## src/rtl/scale_sequencer_pkg.sv

```systemverilog
// Shared definitions for the horizontal scale sequencer: default widths,
// sequencer state encoding and the fixed step-size constants.
package scale_sequencer_pkg;

    localparam int DEF_BITWIDTH  = 10;
    localparam int DEF_FRACWIDTH = 16;
    localparam int DEF_STEP_W    = DEF_BITWIDTH + DEF_FRACWIDTH;

    localparam logic [1:0] ST_CALC  = 2'd0;
    localparam logic [1:0] ST_WAIT  = 2'd1;
    localparam logic [1:0] ST_RESET = 2'd2;
    localparam logic [1:0] ST_RUN   = 2'd3;

    localparam logic [DEF_STEP_W-1:0] UNITY_STEP = DEF_STEP_W'(1) << DEF_FRACWIDTH;
    localparam logic [DEF_STEP_W-1:0] SAT_STEP   = '1;

endpackage

```

## src/rtl/scale_sequencer_frac_divider.sv

```systemverilog
// Serial restoring divider, one quotient bit per cycle; the first bit is
// produced on the start cycle itself so a divide takes dividend_w cycles.
module frac_divider #(
    parameter int dividend_w = 26,
    parameter int divisor_w  = 10,
    parameter int quotient_w = 26
) (
    input  logic                  clk,
    input  logic                  reset_n,
    input  logic                  start,
    input  logic [dividend_w-1:0] dividend,
    input  logic [divisor_w-1:0]  divisor,
    output logic                  busy,
    output logic                  done,
    output logic [quotient_w-1:0] quotient,
    output logic                  overflow
);

    localparam int cnt_w = $clog2(dividend_w + 1);

    logic [divisor_w-1:0]  rem, div_r, rem_cur, div_cur, rem_nxt;
    logic [dividend_w-1:0] work, work_cur, work_nxt;
    logic [divisor_w:0]    trial, diff;
    logic [cnt_w-1:0]      count;
    logic                  take;

    // NOTE: every always_comb output is assigned on every path, so no latch can form.
    always_comb begin
        rem_cur  = start ? '0 : rem;
        work_cur = start ? dividend : work;
        div_cur  = start ? divisor : div_r;
        trial    = {rem_cur, work_cur[dividend_w-1]};
        diff     = trial - {1'b0, div_cur};
        take     = (trial >= {1'b0, div_cur});
        rem_nxt  = take ? diff[divisor_w-1:0] : trial[divisor_w-1:0];
        work_nxt = {work_cur[dividend_w-2:0], take};
    end

    // Quotient bits shift into the low end of work as dividend bits leave the top.
    assign quotient = work[quotient_w-1:0];
    assign overflow = ((work >> quotient_w) != '0) || (div_r == '0);

    // NOTE: state updates use non-blocking assignments; reset is sampled on the clock edge.
    always_ff @(posedge clk) begin
        if (!reset_n) begin
            busy  <= 1'b0;
            done  <= 1'b0;
            count <= '0;
            rem   <= '0;
            work  <= '0;
            div_r <= '0;
        end else begin
            done <= 1'b0;
            if (start) begin
                rem   <= rem_nxt;
                work  <= work_nxt;
                div_r <= divisor;
                count <= cnt_w'(dividend_w - 1);
                busy  <= 1'b1;
            end else if (busy) begin
                rem   <= rem_nxt;
                work  <= work_nxt;
                count <= count - 1'b1;
                if (count == cnt_w'(1)) begin
                    busy <= 1'b0;
                    done <= 1'b1;
                end
            end
        end
    end

endmodule

```

## src/rtl/scale_sequencer.sv

```systemverilog
// Line-rate controller for a horizontal fractional interpolator: computes
// step/offset/limit from the width configuration and sequences each line.
module scale_sequencer
    import scale_sequencer_pkg::*;
#(
    parameter int bitwidth  = DEF_BITWIDTH,
    parameter int fracwidth = DEF_FRACWIDTH
) (
    input  logic                          clk,
    input  logic                          reset_n,
    input  logic [bitwidth-1:0]           src_width,
    input  logic [bitwidth-1:0]           dst_width,
    input  logic [bitwidth-1:0]           disp_width,
    input  logic                          line_start,
    input  logic                          pix_ce,
    output logic [bitwidth+fracwidth-1:0] stepsize,
    output logic [bitwidth-1:0]           offset,
    output logic [bitwidth-1:0]           limit,
    output logic                          step_reset,
    output logic                          step_in,
    output logic                          cfg_valid,
    output logic                          line_active
);

    localparam int step_w = bitwidth + fracwidth;
    localparam logic [step_w-1:0] unity_step = step_w'(1) << fracwidth;
    localparam logic [step_w-1:0] sat_step   = '1;

    logic [1:0]          state;
    logic [bitwidth-1:0] src_q, dst_q, disp_q;
    logic [bitwidth-1:0] src_l, dst_l, disp_l;
    logic [bitwidth-1:0] count, offset_nxt;
    logic [step_w-1:0]   quotient, step_nxt;
    logic                kick, params_ok;
    logic                cfg_diff, relatch, div_start, calc_done;
    logic                div_busy, div_done, div_ovf;

    assign cfg_diff  = {src_q, dst_q, disp_q} != {src_l, dst_l, disp_l};
    // A running line keeps its parameters; the relatch waits until it ends.
    assign relatch   = cfg_diff && (state == ST_CALC || state == ST_WAIT);
    assign div_start = relatch || (state == ST_CALC && kick);
    assign calc_done = (state == ST_CALC) && !div_start &&
                       ((dst_l == '0) || (div_done && !div_busy));
    assign line_active = (state == ST_RUN);

    frac_divider #(
        .dividend_w (step_w),
        .divisor_w  (bitwidth),
        .quotient_w (step_w)
    ) u_divider (
        .clk      (clk),
        .reset_n  (reset_n),
        .start    (div_start),
        .dividend ({src_q, {fracwidth{1'b0}}}),
        .divisor  (dst_q),
        .busy     (div_busy),
        .done     (div_done),
        .quotient (quotient),
        .overflow (div_ovf)
    );

    always_comb begin
        offset_nxt = '0;
        if (disp_l > dst_l) offset_nxt = (disp_l - dst_l) >> 1;
        step_nxt = quotient;
        if (dst_l == '0 || div_ovf) step_nxt = sat_step;
    end

    always_ff @(posedge clk) begin
        if (!reset_n) begin
            state      <= ST_CALC;
            kick       <= 1'b1;
            params_ok  <= 1'b0;
            src_q      <= '0;
            dst_q      <= '0;
            disp_q     <= '0;
            src_l      <= '0;
            dst_l      <= '0;
            disp_l     <= '0;
            count      <= '0;
            stepsize   <= unity_step;
            offset     <= '0;
            limit      <= '0;
            step_reset <= 1'b0;
            step_in    <= 1'b0;
            cfg_valid  <= 1'b0;
        end else begin
            src_q      <= src_width;
            dst_q      <= dst_width;
            disp_q     <= disp_width;
            kick       <= 1'b0;
            step_reset <= 1'b0;
            step_in    <= 1'b0;
            cfg_valid  <= params_ok && !cfg_diff;

            if (relatch) begin
                src_l     <= src_q;
                dst_l     <= dst_q;
                disp_l    <= disp_q;
                params_ok <= 1'b0;
            end

            case (state)
                ST_CALC: begin
                    if (calc_done) begin
                        stepsize  <= step_nxt;
                        offset    <= offset_nxt;
                        limit     <= src_l;
                        params_ok <= 1'b1;
                        state     <= ST_WAIT;
                    end
                end
                ST_WAIT: begin
                    if (relatch) begin
                        state <= ST_CALC;
                    end else if (line_start && cfg_valid) begin
                        step_reset <= 1'b1;
                        state      <= ST_RESET;
                    end
                end
                ST_RESET: begin
                    count <= '0;
                    state <= ST_RUN;
                end
                ST_RUN: begin
                    // A pixel coinciding with an abort is dropped so step_in never meets step_reset.
                    if (line_start) begin
                        step_reset <= 1'b1;
                        state      <= ST_RESET;
                    end else if (count >= disp_l) begin
                        state <= ST_WAIT;
                    end else if (pix_ce) begin
                        step_in <= 1'b1;
                        count   <= count + 1'b1;
                        if (count + 1'b1 == disp_l) state <= ST_WAIT;
                    end
                end
                default: state <= ST_CALC;
            endcase
        end
    end

endmodule
```

## config.mk

```make
export PLATFORM = sky130hd
export DESIGN_NAME = scale_sequencer
export DESIGN_NICKNAME = d
export VERILOG_FILES = /design/src/rtl/scale_sequencer_pkg.sv /design/src/rtl/scale_sequencer_frac_divider.sv /design/src/rtl/scale_sequencer.sv
export SDC_FILE = /design/constraint.sdc
export NUM_CORES = 1
export LEC_CHECK = 0
export ABC_AREA = 1
export BUFFER_PORTS_ARGS = -buffer_cell sky130_fd_sc_hd__buf_2
export CORE_MARGIN = 4
export CORE_UTILIZATION = 35
export CTS_CLUSTER_DIAMETER = 80
export DETAILED_ROUTE_END_ITERATION = 16
export GPL_ROUTABILITY_DRIVEN = 1
export GPL_TIMING_DRIVEN = 0
export HOLD_SLACK_MARGIN = 0.03
export PLACE_DENSITY_LB_ADDON = 0.12
export RECOVER_POWER = 25
export SYNTH_ARGS = -nofsm -noshare
export SYNTH_HDL_FRONTEND = slang
export SYNTH_SLANG_ARGS = --single-unit
```

## constraint.sdc

```tcl
create_clock -name clk -period 3.42 [get_ports clk]
set_input_delay 0.171 -clock clk [delete_from_list [all_inputs] [get_ports clk]]
set_output_delay 0.171 -clock clk [all_outputs]
set_load 0.005 [all_outputs]
```

==> impl_metrics.env <==
export IMPL_p_leak_uw=0.00476
export IMPL_avgSynthCellArea_sq_um=7.40
export IMPL_power_density_nw_per_um2=563
export IMPL_setup_ws_ns=0.111
export IMPL_rr_worst_depth=24
export IMPL_crit_fanout=5
export IMPL_ant_nets=0
export IMPL_yosysWarnings=0
export IMPL_grt_overflow=0
export IMPL_port_buffers=82
export IMPL_p_total_uw=5960
export IMPL_die_h_microns=163
export IMPL_grt_max_degree=19
export IMPL_post_route_drc_count=0
export IMPL_vdd_ir_drop_worst_mv=0.349
export IMPL_insertion_delay_ns=0.44
export IMPL_grt_pass1_vias=7086
export IMPL_fin_crit_sh_pct=96.8
export IMPL_row_count=56
export IMPL_syn_inst=1137
export IMPL_synthArstFlopShare_pct=0
export IMPL_end_kind="flip-flop"
export IMPL_place_hpwl_microns=17900
export IMPL_core_region_area_sq_um=23500
export IMPL_wl_per_cell_microns=15.2
export IMPL_finalMaxSlewViolations=0
export IMPL_path_cells="inv_2 -> nand2_1 -> nand4_1 -> nor2_1 -> nand2_1 -> nor2_2 -> nand2_2 -> nand2_8 -> nand2_8 -> buf_12 -> clkbuf_16 -> o21ai_4 -> ha_4 -> a21oi_2 -> o21ai_2 -> nand2_2 -> o2111ai_4 -> nand2_2 -> nand3_4 -> buf_6 -> nand2_1 -> nand3_1 -> nand3_1 -> inv_1"
export IMPL_h_tree_depth=4
export IMPL_arrival_ns=3.65
export IMPL_reg2reg_slack_ns=0.11
export IMPL_diodes=0
export IMPL_cpMaxStageDelayCell="dfxtp_2"
export IMPL_ios=84
export IMPL_yosysSeqAreaShare_pct=41.7
export IMPL_rsz0062_at_grt="true"
export IMPL_max_stage_delay_ns=0.33
export IMPL_worstSetupPathType="reg -> reg"
export IMPL_max_cap_violations=0
export IMPL_routed_wl_microns=24500
export IMPL_holdPathEnd="step_reset"
export IMPL_timing_rr_end="u_divider.rem[3]"
export IMPL_place_congestion=0.842
export IMPL_drtIter0Drc=345
export IMPL_place_inst=1538
export IMPL_layout_nets=1353
export IMPL_nFillCells=2472
export IMPL_clockBufferDepth=2
export IMPL_syn2layout_area_growth_pct=25.8
export IMPL_required_ns=3.76
export IMPL_skew_ns=0.0127
export IMPL_hp_start="line_start"
export IMPL_ys_flop_type="dfxtp_1"
export IMPL_pre_cts_ws_ns=-0.310
export IMPL_die_x_microns=163
export IMPL_cts_sinks=175
export IMPL_finalNonFillerCells=1616
export IMPL_cts_buffers_inserted=17
export IMPL_synth_cell_types=49
export IMPL_die_area_sq_um=26600
export IMPL_hold_viol=0
export IMPL_period_needed_ns=3.31
export IMPL_max_slew_margin_pct=50.3
export IMPL_grt_pass1_wl_microns=37800
export IMPL_drtPass1Iterations=7
export IMPL_syn_nets=1206
export IMPL_clk_pin_slew_worst_paths_ns=0.07
export IMPL_tns_ns=0
export IMPL_ys_seq_elements=175
export IMPL_initial_core_util_pct=35.7
export IMPL_drive_above_1_share_pct=16.7
export IMPL_antenna_found_initial=0
export IMPL_critPathBufInv=5
export IMPL_setup_viol=0
export IMPL_cts_tree="built"
export IMPL_r2r_start="dst_l[6]"
export IMPL_cp_top_family="simple AND/OR/NAND/NOR gates"
export IMPL_start_kind="flip-flop"
export IMPL_tightestPinTransition_ns=0.745
export IMPL_hold_path_class="in -> reg"
export IMPL_hold_depth=3
export IMPL_vias=7720
export IMPL_syn_area_sq_um=8410
export IMPL_viasPerCell=4.78
export IMPL_status="complete, no violations"
export IMPL_ctsRootBufferMaster="clkbuf_16"
export IMPL_synth_edff_count=0
export IMPL_grtUsageTotal_pct=18.0
export IMPL_max_freq_mhz=302
-- per-stage QoR --
stage | utilization (%) | hold slack (ns) | instance area, sq um
6_report | 44.9 | 0.0960 | 10600
5_1_grt | 44.9 | 0.0849 | 10600
4_1_cts | 43.6 | 0.0745 | 10300
3_5_place_dp | 39.2 | 0.356 | 9220
3_3_place_gp | 39.2 | 0.353 | 9220
2_1_floorplan | - | 0.269 | 8410
-- final cells by class --
type                       instances  area [sq um]  share of cell area [%]
inverter                         132           498                    4.71
multi-input combinational        784          4450                    42.0
clock inverter                    14           190                    1.80
buffer                            47           269                    2.54
tap                              319           399                    3.77
timing repair buffer             127           822                    7.77
sequential                       175          3510                    33.2
clock buffer                      18           439                    4.15
-- cells in the mapped netlist (2+ instances only) --
master    instances  area share, %
buf_2             9           0.54
a31oi_1           9           0.67
nor2_8            2           0.48
o21ai_2           8           0.83
xor2_1           18            1.9
nand2_8           2           0.48
xnor2_1          23            2.4
buf_1             3           0.13
nor3_1           35            2.1
o211ai_1          3           0.27
o31ai_1           2           0.18
fa_1              2           0.48
a21o_1            3           0.27
nand3_1          47            2.8
dfxtp_1         175             42
nand3b_1          2           0.18
nor2_2           12           0.89
or2_2             6           0.45
a21oi_1          92            5.5
mux2i_1           3           0.36
clkbuf_1         25            1.1
o21ai_0          85            5.1
a211oi_1          3           0.27
nand2_2           4           0.30
inv_1           122            5.4
inv_2             9           0.40
ha_1             33            4.9
buf_4             4           0.36
nand4_1          11           0.82
nor4_1            4           0.30
nand2_1         270             12
nor2_1           89            4.0
o21ai_1           2           0.12
buf_6             5           0.67
-- where the power goes --
| part | internal, uW | switching, uW |
|---|---|---|
| Combinational | 590 | 971 |
| Clock | 1140 | 940 |
| Sequential | 2180 | 136 |
| Total | 3910 | 2050 |
-- cell families after synthesis --
| logic type | after synthesis | share of synthesized area (%) |
|---|---|---|
| mux | 3 | 0.357 |
| xor+xnor | 42 | 4.54 |
| buf+inv | 179 | 8.94 |
| fa+ha+maj | 35 | 5.39 |
| flops | 175 | 41.7 |
| compound gates | 215 | 13.9 |
| other cells | 1 | 0.0446 |
| simple gates | 487 | 25.1 |
-- sequential cells by signal, summed over array words and instances (netlist names), 10 cells and up, named ones only --
signal,flops
limit,10
src_l,10
src_q,10
dst_l,10
disp_l,10
count,10
stepsize,26
dst_q,10
disp_q,10
u_divider.quotient,26
u_divider.rem,10
-- worst max path at each step --
stage | startpoint | end | slack [ns] | depth (start not counted)
finish | dst_l[6] | u_divider.rem[3] | 0.11 | 24
global route | dst_l[6] | u_divider.rem[3] | -0.07 | 24
CTS | dst_l[7] | u_divider.rem[0] | 0.001 | 23
detailed placement | disp_l[2] | u_divider.rem[0] | -0.31 | 24
global placement | disp_l[2] | u_divider.rem[0] | -0.34 | 24
floorplan | disp_l[1] | u_divider.rem[0] | 0.43 | 25
-- tightest hold or removal path, stage by stage --
cell,delay (ns)
buf_2,0.14
nand2_1,0.10
a21oi_1,0.07
-- layer usage --
| layer | global-route usage, % | vias to the layer above | share of wire (%) | routed length [microns] |
|---|---|---|---|---|
| met3 | 3.11 | 36 | 3.1 | 748 |
| met1 | 25.3 | 3576 | 50 | 12200 |
| met5 | 0 | - | 0 | 0 |
| li1 | - | 3985 | - | - |
| met4 | 5.22 | 0 | 1.8 | 447 |
| met2 | 28.6 | 123 | 45 | 11100 |
-- repair_timing --
action | CTS | global route
setup buffers | 1 | 11
setup endpoints to repair | 11 | 11
hold buffers | 31 | 0
endpoints found under the hold margin | 31 | 0
gates cloned | 0 | 3
resized for setup | 16 | 60
pin swaps | 3 | 22
-- placed cells by master (no fill, tap or decap), types with 5 or more instances in the layout --
master	Yosys	routed
buf_4	4	14
ha_1	33	27
nor2_2	12	10
nand2_2	4	10
dfxtp_2	0	8
nor2_1	89	84
buf_2	9	68
nand4_1	11	11
xnor2_1	23	23
dlygate4sd3_1	0	31
inv_2	9	13
inv_1	122	117
ha_4	0	6
xor2_1	18	18
clkbuf_16	0	18
nand2_1	270	261
nor3_1	35	34
nand3_1	47	44
o21ai_2	8	5
nor2_4	0	8
inv_6	0	5
buf_6	5	7
a31oi_1	9	9
o21ai_0	85	82
or2_2	6	6
dfxtp_1	175	167
a21oi_1	92	88
clkbuf_1	25	48
(Power assumes the default switching activity.)
